==> src/rtl/delay_predic_stage.sv <==
// One tap of the G.726 sixth-order zero predictor: delays the float DQ by one
// sample and adapts the tap coefficient B with sign-sign gain and leakage.
module delay_predic_stage (
  input  logic        clk,
  input  logic        reset,
  input  logic [15:0] DQ,
  input  logic [10:0] DQN,
  input  logic [1:0]  RATE,
  input  logic        TR,
  input  logic        test_mode,
  input  logic        scan_enable,
  input  logic        scan_in0,
  input  logic        scan_in1,
  input  logic        scan_in2,
  input  logic        scan_in3,
  input  logic        scan_in4,
  output logic [10:0] DQN1,
  output logic [15:0] B,
  output logic        scan_out0,
  output logic        scan_out1,
  output logic        scan_out2,
  output logic        scan_out3,
  output logic        scan_out4
);

  localparam logic [10:0] DQN1_RESET = 11'h020;

  logic [10:0] dqn1_r;
  logic [15:0] b_r;
  logic [15:0] gain_s;
  logic [15:0] leak_s;
  logic [15:0] bp_s;
  logic [15:0] br_s;
  logic        dft_sink_s;

  // Sign-sign gain: zero when DQ is zero, otherwise +/-128 by sign agreement.
  function automatic logic [15:0] sign_gain(input logic [15:0] dq, input logic dns);
    logic [15:0] g;
    if (dq[14:0] == 15'd0) begin
      g = 16'h0000;
    end else if (dq[15] ^ dns) begin
      g = 16'hFF80;
    end else begin
      g = 16'h0080;
    end
    return g;
  endfunction

  // 40 kbit/s leaks by 2^-9, the other rates by 2^-8 (arithmetic shift).
  function automatic logic [15:0] leak_term(input logic [15:0] b, input logic [1:0] rate);
    logic [15:0] l;
    case (rate)
      2'b00:   l = {{9{b[15]}}, b[15:9]};
      default: l = {{8{b[15]}}, b[15:8]};
    endcase
    return l;
  endfunction

  // Next coefficient from the current registered B and delayed DQ sign.
  always_comb begin
    gain_s = sign_gain(DQ, dqn1_r[10]);
    leak_s = leak_term(b_r, RATE);
    bp_s   = b_r + gain_s - leak_s;
    if (TR) begin
      br_s = 16'h0000;
    end else begin
      br_s = bp_s;
    end
  end

  // Sample-rate state: delayed DQ float and coefficient.
  always_ff @(posedge clk) begin
    if (reset) begin
      dqn1_r <= DQN1_RESET;
      b_r    <= 16'h0000;
    end else begin
      dqn1_r <= DQN;
      b_r    <= br_s;
    end
  end

  assign DQN1 = dqn1_r;
  assign B    = b_r;

  // DFT hooks are tied off until scan insertion replaces them.
  assign dft_sink_s = ^{test_mode, scan_enable, scan_in0, scan_in1, scan_in2, scan_in3, scan_in4};
  assign scan_out0  = dft_sink_s & 1'b0;
  assign scan_out1  = 1'b0;
  assign scan_out2  = 1'b0;
  assign scan_out3  = 1'b0;
  assign scan_out4  = 1'b0;

endmodule

==> config.mk <==
export PLATFORM = sky130hd
export DESIGN_NAME = delay_predic_stage
export DESIGN_NICKNAME = d
export VERILOG_FILES = /design/src/rtl/delay_predic_stage.sv
export SDC_FILE = /design/constraint.sdc
export NUM_CORES = 1
export LEC_CHECK = 0
export BUFFER_PORTS_ARGS = -buffer_cell sky130_fd_sc_hd__buf_4
export CAP_MARGIN = 20
export CORE_MARGIN = 1
export CORE_UTILIZATION = 40
export DETAILED_ROUTE_END_ITERATION = 6
export MAX_ROUTING_LAYER = met4
export PLACE_DENSITY = 0.77
export REMOVE_ABC_BUFFERS = 1
export SYNTH_ARGS = -nofsm -noshare
export SYNTH_HDL_FRONTEND = slang
export SYNTH_SLANG_ARGS = --single-unit
==> constraint.sdc <==
create_clock -name clk -period 6.05 [get_ports clk]
set_input_delay 0.3025 -clock clk [delete_from_list [all_inputs] [get_ports clk]]
set_output_delay 0.3025 -clock clk [all_outputs]
set_load 0.02 [all_outputs]
**Word-level counts from Yosys, hierarchy flattened**

Index checks and enable logic that the tools add are counted.
W data, S select, Z words.

- Multiplexer cells: 3
- Reductions and logical operators: 3
- Bitwise logic cells: 1
- $add $sub $neg: 2

Operators by type and width:

| kind | count |
|---|---|
| $mux W16 | 2 |
| $add A16 B16 Y16 | 1 |
| $sub A16 B16 Y16 | 1 |
| $logic_not A15 Y1 | 1 |
| $mux W7 | 1 |
| $logic_not A2 Y1 | 1 |
| $reduce_or A2 Y1 | 1 |
| $xor A1 B1 Y1 | 1 |

- Bits of input ports: 39
- Flip-flop bits (word level): 27

**Depth between registers and ports, before layout**

Gate-level depths: netlist of run 1.

- Depth after elaboration: 5
- Mapped depth: 12
- Gate-level depth less buffers: 12

**Least setup slack after synthesis of run 1**

Ideal clock, no wire load.

- Path type: register to register
- Start point: reg dqn1_r[10], in the netlist DQN1[10]
- End point: reg b_r[15], in the netlist B[15]
- Setup time: 71 ps
- Clock period less this slack: 3,245 ps
- Required time: 5,979 ps
- Cell stages (with the launch flop): 13
- Setup slack: 2,805 ps
- Arrival: 3,174 ps
- Buffers on the path: 1
- Cells stage by stage: dfxtp_1 -> xnor2_1 -> a41oi_1 -> inv_1 -> fa_1 -> inv_1 -> ha_1 -> buf_6 -> and4_4 -> a211o_1 -> o221a_1 -> or4_1 -> a21oi_1

- Word-level cells in the longest chain between the ends: 5

Ends and longest elaborated chain:

| item | RTL line | source |
|---|---|---|
| start: declaration | 28 | `logic [10:0] dqn1_r;` |
| start signal: assignment | 74 | `dqn1_r <= DQN1_RESET;` |
| start signal: assignment | 77 | `dqn1_r <= DQN;` |
| $xor A1 B1 Y1 | 41 | `end else if (dq[15] ^ dns) begin` |
| $mux W16 | 41 |  |
| $mux W16 | 39 | `if (dq[14:0] == 15'd0) begin` |
| $add A16 B16 Y16 | 63 | `bp_s = b_r + gain_s - leak_s;` |
| $sub A16 B16 Y16 | 63 |  |
| end signal: assignment | 78 | `b_r <= br_s;` |
| end: declaration | 29 | `logic [15:0] b_r;` |

No other way between the ends.
A chain may end at the register's enable or synchronous reset.

**Final worst setup path of run 1**

- Start point: in RATE[1]
- End point: reg b_r[15], in the netlist B[15]

- Word-level cells in the longest chain between the ends: 3

Ends and longest elaborated chain:

| item | RTL line | source |
|---|---|---|
| start: declaration | 8 | `input logic [1:0] RATE,` |
| $logic_not A2 Y1 | 52 | `case (rate)` |
| $mux W7 | 52 |  |
| $sub A16 B16 Y16 | 63 |  |

No other way between the ends.

==> impl_metrics.ini, run 1 <==
[status]
status = finished with violations
violations = DRC

[clock_network]
cts_hold_buf = 0
clock_path_buffers = 2
cts_resized = 0
cts_tree = yes
cts_buffers = 3
insertion_delay_ns = 0.28
h-tree-depth = 1
path_clk_slew_ns = 0.09
postCtsSetupBuffers = 0
cts_sinks = 27
clock-root-buffer = clkbuf_8

[synth]
syn_inst = 219
synth_edf_count = 0
synth.distinct_cells = 41
ys_async_sr_fraction = 0
synth.yosys.seq_area_share = 0.283
syn_area_per_cell_sq_um = 8.73
synthFlopType = dfxtp_1
ys_seq_elements = 27
ys_warn_count = 0
synth_area_sq_um = 1910

[critical_path]
crit_arrival_ns = 3.65
path_class = primary input to flip-flop
critPathCaptureType = flip-flop
crit_path_max_fanout = 8
reg2reg_to = B[15]$_SDFF_PP0_
worst-r2r-cell-count = 11
crit_required_ns = 6.26
startpoint_type = primary input
crit-reg2reg-launch = DQN1[10]$_SDFF_PP0_
rrSetupSlack_ns = 2.73

[finish]
layout-drive-gt1-share = 0.242
design_area_sq_um = 2420
fill_cells = 404
fin_nets = 347
num_antenna_cells = 0
multi_input_area_sq_um = 1220
fin_cells = 329
area_delta_synth_final_pct = 26.4
seqCellArea_sq_um = 541

[drt]
final_antenna_net_count = 0
dr.first_iter.drc_count = 61
routed-wl-met2_mm = 2.11
met3_length_um = 153
highest_layer = met4
vias = 1682
via_per_inst = 5.11
first_pass_iters = 7
drc = 4
post_drt_wl_per_cell_um = 13.0
wirelength_met1_mm = 1.95
drt-total-wl_mm = 4.29

[power_and_ir_drop]
comb_power_share = 0.750
power_switching_share = 0.492
vdd_drop_max_mv = 0.224
power_density_nw_per_um2 = 612
leakagePower_nw = 1.16
seq_power_share = 0.178
clock_power_share = 0.072
p_int_mw = 0.752
p_sw_mw = 0.727

[global_route]
grt_max_degree = 16
antenna_found_initial = 0
first_global_vias = 1557
grt_first_pass_wirelength_mm = 6.82
track_usage = 0.175
gr-total-overflow = 0

[min_path]
hold_class = primary input to flip-flop
min_from = DQN[5]
holdPathStages = 2
holdPathEnd = DQN1[5]$_SDFF_PP1_

[floorplan]
row_count = 24
core_sq_um = 4470
die_x_um = 71.1
io_pins = 71
start_util = 0.427
dieArea_sq_um = 5060
dieHeight_um = 71.1

[sta]
fin_skew_ns = 0.00471
timing.hold.ws_ns = 0.203
tightestPinTransition_ns = 0.807
hold_viol = 0
setup_viol = 0
maxSlewViolCount = 0
setup-tns-final_ns = 0
fmax_ghz = 0.291
maxSlewHeadroom = 0.460
rsz0062_at_grt = no
period_share = 0.569
finalCriticalPeriod_ns = 3.44

[flow_run]
drv_cap = 0

[placed_design]
io_buffers = 58
dp_hpwl_mm = 3.48
place_congestion = 0.838
placed_cell_area_sq_um = 2370
placed_cells = 325
[critical path: stages]
cell      delay [ns]
buf_4           0.11
nor2_1          0.62
mux2i_1         0.31
ha_1            0.27
ha_1            0.23
fa_1            0.43
a211oi_1        0.48
o21a_1          0.22
nor3_1          0.07
or4_1           0.47
a21oi_1         0.15
[area by class of cell]
cell class	instances	share of cell area
clock buffers	3	0.0171
clock inverters	1	0.00207
inverters	30	0.0466
multi-input cells	158	0.504
flip-flops and latches	27	0.224
well taps	52	0.0269
repair buffers	58	0.180
[cells in the mapped netlist, types with 5 or more instances]
master	number	area, sq um
inv_1	30	113
buf_4	5	37.5
nor2_1	12	45.0
a21oi_1	12	60.1
dfxtp_1	27	541
nor2b_1	10	62.6
o21ai_0	11	55.1
nand2_1	14	52.6
ha_1	21	263
o21a_1	5	37.5
fa_1	9	180
mux2i_1	8	80.1
nor3_1	5	25.0
a211oi_1	6	45.0
[logic make-up after synthesis]
group,share of synthesized area
AO/OA/AOI/OAI,0.162
XOR/XNOR,0.0229
adder cells (fa/ha/maj),0.232
buffers and inverters,0.0884
flip-flops,0.283
multiplexers,0.0419
other,0.00196
AND/OR/NAND/NOR,0.169
[through the flow]
stage	power [mW]	utilization	setup slack, ns
after floorplan	1.11	-	2.83
final	1.48	0.540	2.61
after detailed placement	1.36	0.530	2.39
after global routing	1.63	0.540	2.40
after CTS	1.48	0.540	2.66
after global placement	1.33	0.530	2.44
[how the worst max path moves through the flow]
stage,start,to,slack [ns],cells past startpoint
after CTS,RATE[1],B[15]$_SDFF_PP0_,2.66,11
after detailed placement,RATE[1],B[15]$_SDFF_PP0_,2.39,11
after floorplan,DQN1[10]$_SDFF_PP0_,B[15]$_SDFF_PP0_,2.83,11
after global placement,RATE[1],B[15]$_SDFF_PP0_,2.44,11
after global routing,RATE[1],B[15]$_SDFF_PP0_,2.40,11
final,RATE[1],B[15]$_SDFF_PP0_,2.61,11
[power groups by stage]
stage | Sequential [mW] | Combinational, mW | Clock, mW
after floorplan | 0.309 | 0.799 | 0
after global placement | 0.268 | 1.07 | 0
after detailed placement | 0.269 | 1.09 | 0
after CTS | 0.264 | 1.11 | 0.109
after global routing | 0.271 | 1.25 | 0.116
final | 0.263 | 1.11 | 0.106
[per-layer routing]
metal  GRT usage  vias up
met2       0.292       46
met1       0.227      767
met5           -        -
li1            -      862
met4      0.0511        0
met3      0.0142        7
[cell usage in the layout (no fill, tap or decap), types with 5 or more instances in the layout]
master | Yosys | layout
inv_1 | 30 | 30
fa_1 | 9 | 9
a21oi_1 | 12 | 12
nor3_1 | 5 | 5
mux2i_1 | 8 | 8
o21a_1 | 5 | 5
nor2b_1 | 10 | 10
conb_1 | 1 | 5
a211oi_1 | 6 | 6
o21ai_0 | 11 | 11
ha_1 | 21 | 21
nor2_1 | 12 | 12
nand2_1 | 14 | 14
buf_4 | 5 | 58
dfxtp_1 | 27 | 27
[registers in the layout, summed over array words and instances, names as in the netlist]
signal and cells:
B 16, DQN1 11
Power figures use the tool's default switching activity.
==> inputs of run 2 (changes only) <==
PLACE_DENSITY = 0.8   (was 0.77)
clock period = 2.8 ns   (was 6.05 ns; I/O delays follow)
==> impl_metrics.ini, run 2 (synthesis results as in run 1) <==
[global_route]
grt_max_degree = 17
track_usage = 0.209
antenna_found_initial = 0
gr-total-overflow = 0
first_global_vias = 1851
grt_first_pass_wirelength_mm = 8.03

[clock_network]
cts_hold_buf = 0
cts_tree = yes
cts_sinks = 27
clock_path_buffers = 2
clock-root-buffer = clkbuf_8
h-tree-depth = 1
cts_buffers = 3
insertion_delay_ns = 0.29
path_clk_slew_ns = 0.10

[finish]
mostFrequentLayoutCell = buf_4
num_antenna_cells = 0
largest_reg_flops = 16
seqCellArea_sq_um = 542
multi_input_area_sq_um = 1320
fin_cells = 368
fill_cells = 349
final_cell_mix = buf_4, inv_1, dfxtp_1
final_util = 0.631
area_delta_synth_final_pct = 47.7
layout-drive-gt1-share = 0.392
fin_nets = 386

[floorplan]
dieHeight_um = 71.1
die_x_um = 71.1
row_count = 24
dieArea_sq_um = 5060
io_pins = 71
core_sq_um = 4470
start_util = 0.427

[sta]
fin_skew_ns = 0.00825
setup_viol = 1
period_share = 1.07
fin_ws_ns = -0.191
hold_viol = 0
fmax_ghz = 0.334
finalCriticalPeriod_ns = 2.99
maxSlewViolCount = 0
rsz0062_at_grt = yes
tightestPinTransition_ns = 0.511
timing.hold.ws_ns = 0.0353
maxSlewHeadroom = 0.658

[power_and_ir_drop]
p_sw_mw = 1.97
seq_power_share = 0.131
power_density_nw_per_um2 = 1500
vdd_drop_max_mv = 0.621
p_int_mw = 2.27
clock_power_share = 0.057
power_switching_share = 0.464
comb_power_share = 0.813
leakagePower_nw = 1.37

[placed_design]
dp_hpwl_mm = 4.02
place_congestion = 0.932
place_ws_ns = -0.385
io_buffers = 58
placed_cells = 362

[critical_path]
worst-r2r-cell-count = 11
reg2reg_to = B[15]$_SDFF_PP0_
critPathCaptureType = flip-flop
rrSetupSlack_ns = -0.19
path_class = flip-flop to flip-flop
crit-reg2reg-launch = DQN1[10]$_SDFF_PP0_
startpoint_type = flip-flop
crit_arrival_ns = 3.22
crit_path_max_fanout = 6
crit_required_ns = 3.03

[drt]
routed-wl-met2_mm = 2.67
drc = 6
first_pass_iters = 6
final_antenna_net_count = 0
wirelength_met1_mm = 2.06
dr.first_iter.drc_count = 108
post_drt_wl_per_cell_um = 14.2
vias = 1907
met3_length_um = 334
highest_layer = met4
drt-total-wl_mm = 5.21
via_per_inst = 5.18

[status]
status = finished with violations
violations = DRC, setup timing

[min_path]
holdPathStages = 2
holdPathEnd = DQN1[5]$_SDFF_PP1_
min_from = DQN[5]
hold_class = primary input to flip-flop

[flow_run]
drv_cap = 0
[run 2: cell types whose count changed in the layout (fill, tap and decap cells not counted), moves of 3 or more]
cell / delta
inv_2: +3
a211oi_2: +4
ha_4: +3
a211oi_1: -4
ha_1: -3
inv_1: -3
buf_4: +37
[run 2: cell type report]
cell class	instances	area share
repair buffers	97	0.261
flip-flops and latches	27	0.192
well taps	52	0.0230
multi-input cells	158	0.467
clock inverters	1	0.00266
inverters	30	0.0399
clock buffers	3	0.0146
[run 2: what timing repair did]
item,in CTS,in global routing
setup endpoints to repair,5,7
resized for setup,4,20
gates cloned,0,0
pin swaps,1,5
setup buffers,1,1
[run 2: power by group through the flow]
stage               clock (mW)  sequential, mW  combinational, mW
floorplan                    0           0.668               1.73
detailed placement           0           0.564               3.02
global route             0.259           0.568               3.78
global placement             0           0.562               2.91
CTS                      0.244           0.556               3.06
finish                   0.241           0.553               3.44
[run 2: stage by stage]
step	TNS, ns	total power [mW]	area, sq um
4_1_cts	-0.157	3.86	2720
3_3_place_gp	-0.559	3.48	2650
2_1_floorplan	-0.423	2.40	1870
5_1_grt	-0.395	4.61	2820
3_5_place_dp	-1.05	3.58	2650
6_report	-0.191	4.24	2820
[run 2: worst max-delay path by stage]
stage | slack [ns] | endpoint | from
2_1_floorplan | -0.42 | B[15]$_SDFF_PP0_ | DQN1[10]$_SDFF_PP0_
3_3_place_gp | -0.31 | B[15]$_SDFF_PP0_ | DQ[5]
3_5_place_dp | -0.38 | B[15]$_SDFF_PP0_ | DQ[9]
4_1_cts | -0.16 | B[15]$_SDFF_PP0_ | DQN1[10]$_SDFF_PP0_
5_1_grt | -0.30 | B[15]$_SDFF_PP0_ | DQN1[10]$_SDFF_PP0_
6_report | -0.19 | B[15]$_SDFF_PP0_ | DQN1[10]$_SDFF_PP0_
[run 2: worst max-delay path: stages, from the launching register on]
cell     delay [ns]
dfxtp_2        0.35
xnor2_2        0.13
a41oi_2        0.19
inv_2          0.13
fa_1           0.49
inv_1          0.04
ha_1           0.30
and4_4         0.19
a211o_1        0.25
o221a_1        0.22
or4_1          0.49
a21oi_1        0.15
[run 2: metal layers]
metal  up-vias  GRT usage
met5         -          -
met4         0     0.0733
met3        13     0.0370
met2        81      0.360
met1       872      0.245
li1        941          -
==> inputs of run 3 (changes only) <==
RECOVER_POWER = 100   (was unset)
REMOVE_ABC_BUFFERS = unset   (was 1)
==> impl_metrics.ini, run 3 (synthesis results as in run 1) <==
[floorplan]
io_pins = 71
dieHeight_um = 71.1
row_count = 24
dieArea_sq_um = 5060
core_sq_um = 4470
die_x_um = 71.1
start_util = 0.427

[status]
status = finished with violations
violations = DRC, setup timing

[drt]
drc = 5
final_antenna_net_count = 0
drt-total-wl_mm = 4.91
vias = 1837
post_drt_wl_per_cell_um = 13.5
dr.first_iter.drc_count = 101
via_per_inst = 5.05
first_pass_iters = 7

[min_path]
hold_class = primary input to flip-flop

[finish]
seqCellArea_sq_um = 544
fill_cells = 410
design_area_sq_um = 2680
largest_reg_flops = 16
mostFrequentLayoutCell = buf_4
fin_nets = 382
area_delta_synth_final_pct = 39.9
num_antenna_cells = 0
layout-drive-gt1-share = 0.285
final_cell_mix = buf_4, inv_1, clkbuf_1
final_util = 0.598
fin_cells = 364
multi_input_area_sq_um = 1310

[critical_path]
critPathCaptureType = flip-flop
rrSetupSlack_ns = -0.14
path_class = flip-flop to flip-flop
cp_common_cell = inv_2
slowest_stage = fa_1
crit_required_ns = 3.01
cp_num_buf_inv = 2
cpLargestDelayFamily = compound AO/OA/AOI/OAI gates
max_stage_delay_ns = 0.51
crit_path_max_fanout = 6
startpoint_type = flip-flop
crit_chain = xnor2_1, a41oi_2, inv_2, fa_1, inv_2, ha_4, a21o_1, a211o_1, o221a_1, or4_1, a21oi_1
crit_arrival_ns = 3.15

[placed_design]
dp_hpwl_mm = 4.00
place_ws_ns = -0.403
io_buffers = 58
placed_cells = 358
place_congestion = 0.875
placed_cell_area_sq_um = 2630

[flow_run]
drv_cap = 0

[sta]
period_share = 1.05
timing.hold.ws_ns = 0.0466
hold_viol = 0
setup-tns-final_ns = -0.143
fin_skew_ns = 0.00679
tightestPinTransition_ns = 0.522
rsz0062_at_grt = yes
fmax_ghz = 0.340
fin_ws_ns = -0.143
setup_viol = 1
maxSlewViolCount = 0
maxSlewHeadroom = 0.651
finalCriticalPeriod_ns = 2.94

[clock_network]
cts_tree = yes
clock_path_buffers = 2
path_clk_slew_ns = 0.09
insertion_delay_ns = 0.28
cts_sinks = 27
h-tree-depth = 1
clock-root-buffer = clkbuf_8
cts_buffers = 3

[global_route]
antenna_found_initial = 0
grt_max_degree = 16
track_usage = 0.203
first_global_vias = 1748
gr-total-overflow = 0
grt_first_pass_wirelength_mm = 7.80

[power_and_ir_drop]
leakagePower_nw = 1.22
power_density_nw_per_um2 = 1460
finalPower_mw = 3.90
vdd_drop_max_mv = 0.695
## run 3: worst paths after layout
check	start	to	cells past startpoint
setup / recovery	DQN1[10]$_SDFF_PP0_	B[15]$_SDFF_PP0_	11
hold / removal	DQN[5]	DQN1[5]$_SDFF_PP1_	2
setup reg to reg	DQN1[10]$_SDFF_PP0_	B[15]$_SDFF_PP0_	11
hold reg to reg	B[0]$_SDFF_PP0_	B[0]$_SDFF_PP0_	3
## run 3: metal layers
| layer | vias to the layer above | part of all wire | global-route usage |
|---|---|---|---|
| li1 | 923 | - | - |
| met1 | 859 | 0.44 | 0.255 |
| met2 | 49 | 0.49 | 0.334 |
| met3 | 6 | 0.050 | 0.0214 |
| met4 | 0 | 0.013 | 0.0800 |
| met5 | - | 0 | - |
## run 3: worst register-to-register path, stage by stage, from the launching register on
cell,delay (ns)
dfxtp_4,0.35
xnor2_1,0.13
a41oi_2,0.19
inv_2,0.12
fa_1,0.51
inv_2,0.05
ha_4,0.21
a21o_1,0.18
a211o_1,0.29
o221a_1,0.23
or4_1,0.50
a21oi_1,0.12
## run 3: power by group
part | leakage [nW] | internal (mW) | switching [mW] | total [mW]
Sequential | 0.223 | 0.478 | 0.0755 | 0.554
Combinational | 0.976 | 1.50 | 1.61 | 3.11
Clock | 0.0255 | 0.0999 | 0.130 | 0.230
Total | 1.22 | 2.08 | 1.82 | 3.90
## run 3: final cells by class
type / instances / share of cell area
multi-input combinational: 158 / 0.490
inverter: 30 / 0.0421
clock buffer: 3 / 0.0154
timing repair buffer: 93 / 0.223
sequential: 27 / 0.203
tap: 52 / 0.0243
clock inverter: 1 / 0.00187
## run 3: what timing repair did
item / in CTS / in global routing
pin swaps: 6 / 2
hold endpoints to repair: 0 / 0
hold buffers: 0 / 0
resized for setup: 8 / 4
gates cloned: 0 / 0
setup endpoints to repair: 3 / 6
setup buffers: 2 / 0
